File: src/rtl/adder32_flagged_pkg.sv
// adder32_flagged_pkg
// Shared constants and the flag bundle for the 32-bit flagged adder.
// flags_t is the same layout the ALU flag register stores.
package adder32_flagged_pkg;

  localparam int WORD_W     = 32;
  localparam int SLICE_W    = 4;
  localparam int NUM_SLICES = WORD_W / SLICE_W;

  typedef struct packed {
    logic of_f;  // signed overflow
    logic sf;    // sign
    logic zf;    // zero
    logic cf;    // carry
  } flags_t;

endpackage

File: src/rtl/adder32_flagged_cla4_slice.sv
// cla4_slice
// 4-bit carry-lookahead adder slice, equivalent to one 74x283.
// Ports:
//   a, b  : 4-bit operands
//   cin   : carry into bit 0
//   s     : 4-bit sum
//   cout  : carry out of bit 3
//   c3    : carry into bit 3, used for overflow detection on the top slice
module cla4_slice (
  input  logic [3:0] a,
  input  logic [3:0] b,
  input  logic       cin,
  output logic [3:0] s,
  output logic       cout,
  output logic       c3
);

  logic [3:0] g;
  logic [3:0] p;
  logic       c1;
  logic       c2;

  assign g = a & b;
  assign p = a ^ b;

  // Flat lookahead: every carry is a two-level function of g, p and cin.
  assign c1   = g[0] | (p[0] & cin);
  assign c2   = g[1] | (p[1] & g[0]) | (p[1] & p[0] & cin);
  assign c3   = g[2] | (p[2] & g[1]) | (p[2] & p[1] & g[0])
              | (p[2] & p[1] & p[0] & cin);
  assign cout = g[3] | (p[3] & g[2]) | (p[3] & p[2] & g[1])
              | (p[3] & p[2] & p[1] & g[0])
              | (p[3] & p[2] & p[1] & p[0] & cin);

  assign s = p ^ {c3, c2, c1, cin};

endmodule

File: src/rtl/adder32_flagged.sv
// adder32_flagged
// 32-bit adder with carry-in, built from eight rippled 4-bit CLA slices.
// Sum, carry-out and flags are registered together (1-cycle latency).
// Ports:
//   clk  : clock, outputs update on rising edge
//   rst  : synchronous active-high reset, clears all outputs
//   A, B : 32-bit operands
//   Cin  : carry into bit 0
//   F    : registered sum A+B+Cin mod 2^32
//   Cout : registered carry out of bit 31
//   OF, SF, ZF, CF : registered overflow / sign / zero / carry flags
module adder32_flagged
  import adder32_flagged_pkg::*;
(
  input  logic              clk,
  input  logic              rst,
  input  logic [WORD_W-1:0] A,
  input  logic [WORD_W-1:0] B,
  input  logic              Cin,
  output logic [WORD_W-1:0] F,
  output logic              Cout,
  output logic              OF,
  output logic              SF,
  output logic              ZF,
  output logic              CF
);

  logic [NUM_SLICES:0]   carry;
  logic [NUM_SLICES-1:0] c3_slice;
  logic [WORD_W-1:0]     sum;
  flags_t                flags_d;
  flags_t                flags_q;
  logic [WORD_W-1:0]     f_q;
  logic                  cout_q;

  assign carry[0] = Cin;

  for (genvar i = 0; i < NUM_SLICES; i++) begin : g_slice
    cla4_slice u_slice (
      .a    (A[i*SLICE_W +: SLICE_W]),
      .b    (B[i*SLICE_W +: SLICE_W]),
      .cin  (carry[i]),
      .s    (sum[i*SLICE_W +: SLICE_W]),
      .cout (carry[i+1]),
      .c3   (c3_slice[i])
    );
  end

  // Top slice's c3 is the carry into bit 31; overflow is that XOR carry out.
  always_comb begin
    flags_d      = '0;
    flags_d.of_f = c3_slice[NUM_SLICES-1] ^ carry[NUM_SLICES];
    flags_d.sf   = sum[WORD_W-1];
    flags_d.zf   = (sum == '0);
    flags_d.cf   = carry[NUM_SLICES];
  end

  always_ff @(posedge clk) begin
    if (rst) begin
      f_q     <= '0;
      cout_q  <= 1'b0;
      flags_q <= '0;
    end else begin
      f_q     <= sum;
      cout_q  <= carry[NUM_SLICES];
      flags_q <= flags_d;
    end
  end

  assign F    = f_q;
  assign Cout = cout_q;
  assign OF   = flags_q.of_f;
  assign SF   = flags_q.sf;
  assign ZF   = flags_q.zf;
  assign CF   = flags_q.cf;

endmodule

File: config.mk
export PLATFORM = sky130hd
export DESIGN_NAME = adder32_flagged
export DESIGN_NICKNAME = d
export VERILOG_FILES = /design/src/rtl/adder32_flagged_pkg.sv /design/src/rtl/adder32_flagged_cla4_slice.sv /design/src/rtl/adder32_flagged.sv
export SDC_FILE = /design/constraint.sdc
export NUM_CORES = 1
export LEC_CHECK = 0
export CAP_MARGIN = 0
export CORE_ASPECT_RATIO = 1.5
export CORE_UTILIZATION = 45
export DETAILED_ROUTE_END_ITERATION = 10
export PLACE_DENSITY = 0.83
export SYNTH_ARGS = -nofsm -noshare
export SYNTH_HDL_FRONTEND = slang
export SYNTH_SLANG_ARGS = --single-unit
export TNS_END_PERCENT = 5
File: constraint.sdc
create_clock -name clk -period 8.84 [get_ports clk]
set_input_delay 2.21 -clock clk [delete_from_list [all_inputs] [get_ports clk]]
set_output_delay 2.21 -clock clk [all_outputs]
set_load 0.05 [all_outputs]
==> impl_results.md <==
* Status: complete, no violations
* Crit-path cells: clkdlybuf4s50_1 -> ha_1 -> and2_4 -> a221oi_2 -> a21oi_2 -> or3_2 -> a21oi_1 -> o21bai_1 -> fa_1 -> nor4_1 -> nand4_1 -> nor3_1 -> o21ai_0 -> a21oi_1 -> o211ai_1 -> nand4b_2 -> a2111oi_4
* CTS resizes at 0
* Number of global-route vias before repair at 2466
* Layout cells sized above 1 at under 10%
* CTS tree: done
* Crit-path max cell delay at 0.48 ns
* Congestion Overflow GR at 0
* DRT antenna net count at 0
* Syn Nets at 394
* Type of origin of the critical path: input pin
* Ant. Diodes at 0
* Root Buffer: clkbuf_8
* Top post-synthesis cells by area: dfxtp_1, ha_1, nor2_1, fa_1, xnor2_1
* Number of port buffers at 103
* Share of the synthesized area in the top cell type at 27.1%
* Mapped cell area at 2580 µm²
* CP most frequent cell: a21oi_1
* Final Util at 68.8%
* Drt drc at 0
* DIE AREA at 6060 µm²
* DR iter-0 viols at a little under 100
* Fin. max-slew vios at 0
* Area after DPL at between 3000 and 4000 µm²
* Critical path endpoint category: register
* Hold_buf cts at 0
* Power per cell area at 164 nW/µm²
* Main synth FF type: dfxtp_1
* Total GRT Usage at 22.3%
* Initial antenna violation count at 0
* Sink Count at 35
* # rows at 33
* Setup Fix Bufs, Post-CTS at 0
* # fillers at 445
* Crit-path leading delay family: simple AND/OR/NAND/NOR gates
* CTS H-tree depth at 2
* Post-synthesis sequential area ratio at a little over a quarter
* Routed len/inst at about 14 µm
* Slew HR at between 50% and 60%
* Ports placed on the boundary at 104
* Lkg Pwr at 1.58 nW
* Maximum VDD drop at 0.118 mV
* Clock transition at path regs at 0.08 ns
* Synth-to-layout area growth at 46.1%
* NumNets Final at 497
* Hold Slack at roughly 2.7 ns
* WL final at 6500 µm
* Worst min-delay path class: in -> reg
* Cell taking the most area after synthesis: dfxtp_1
* Distinct cells, synth at 62
* DR vias at 2477
* DP Wirelength at 5440 µm
* Yosys reg bits at 35
* Total power at 0.000618 W
* Largest net degree at the start of global routing at 38
* Least-Margin Pin Slew at around 0.64 ns
* Fin. Hold Viols at 0
* TritonCTS buffer count at 5
* Initial DRT Pass Iterations at 5
* Slowest-stage cell, CP: or3_2
* Setup TNS at 0 ns
* Ys async rst share at 0%
* Final setup viols at 0
* Most frequent cell after synthesis: nor2_1
* Worst Path Class, Setup: in -> reg
* Initial Utilization at 47.1%
* Post-synth top cells: nor2_1, dfxtp_1, ha_1
* Max FO, Critical Path at 6
* Worst EP required at 9.03 ns
* Fmax at 164 MHz
* Post-Synthesis Cells at 287
* WP data arrival at 6.27 ns
* Vias per inst at ~5.4
* Synth warn at 0
* Max-Cap Viols at 0
* Die span in y at about 95 µm
* Minimum clock period at 6.08 ns
* Syn Area/Cell at 9.01 µm²
* Fin area at between 3000 and 4000 µm²
* Unrepaired setup endpoints after global routing: no
* Clk buf depth at 2
* EDFF count, synth at 0
* Fin crit share at 68.8%
* Startpoint of the worst hold path: B[0]
* WP buf/inv at 1
* First-pass GRT wire length at ~11000 µm
* GP Congestion at ~0.85
* Hold endpoint: F[0]$_SDFF_PP0_
* Core footprint at roughly 5500 µm²
* Die Width at 63.9 µm
* WHS Path Cells at 4
per-layer routing:
layer | GRT usage [%] | up-vias | wire length, µm
li1 | - | 1243 | -
met1 | 24.1 | 1129 | 2460
met2 | 42.6 | 92 | 3530
met3 | 3.38 | 13 | 353
met4 | 8.52 | 0 | 159
met5 | 0 | - | 0
how the worst max path moves through the flow:
stage / from / to / depth (start not counted) / slack (ns)
floorplan: A[10] / ZF$_SDFF_PP0_ / 17 / 3.28
global placement: A[0] / ZF$_SDFF_PP0_ / 18 / 2.67
detailed placement: A[10] / ZF$_SDFF_PP0_ / 17 / 2.49
CTS: A[10] / ZF$_SDFF_PP0_ / 17 / 2.78
finish: A[11] / ZF$_SDFF_PP0_ / 17 / 2.76
global route: A[11] / ZF$_SDFF_PP0_ / 17 / 2.53
cells in the final DEF, fill, tap and decap left out, types with 3 or more instances in the layout:
cell and instances:
fa_1 8, ha_1 32, nand3_1 4, nand2_1 9, nand4_1 4, o21ai_0 6, dfxtp_1 35, nor2_1 47
a21oi_1 13, inv_1 10, nor4_1 5, nor3b_1 4, xnor2_1 10, nor3_1 13, and3_1 4, a21o_1 8
xor2_1 7, nor2b_1 12, o21ai_1 3, clkbuf_8 5, clkdlybuf4s50_1 103
report_power, final:
part	internal, W	switching (W)
clock network	0.0000839	0.0000590
registers	0.000178	0.00000584
logic	0.000121	0.000170
sequential cells by signal, indices dropped and copies added, names as in the netlist:
| name | count |
|---|---|
| Cout | 1 |
| F | 31 |
| OF | 1 |
| SF | 1 |
| ZF | 1 |
cell type report:
type,count,area [µm²],area share (%)
Clock buffer,5,68.8,1.82
Clock inverter,3,43.8,1.16
Inverter,10,37.5,0.994
Multi-Input combinational cell,234,1800,47.7
Sequential cell,35,701,18.5
Tap cell,70,87.6,2.32
Timing Repair Buffer,104,1040,27.5
through the flow:
step | std cells | setup slack (ns)
after floorplan | 287 | 3.28
after CTS | 461 | 2.78
final | 461 | 2.76
after detailed placement | 453 | 2.49
after global placement | 453 | 2.67
after global routing | 461 | 2.53
cells by family after synthesis:
kind of cell,synth area share [%]
flip-flops,27.1
AO/OA/AOI/OAI,17.9
adder cells (fa/ha/maj),21.7
multiplexers,0.823
XOR/XNOR,5.76
buffers and inverters,3.24
AND/OR/NAND/NOR,23.5
Power figures use the tool's default switching activity.
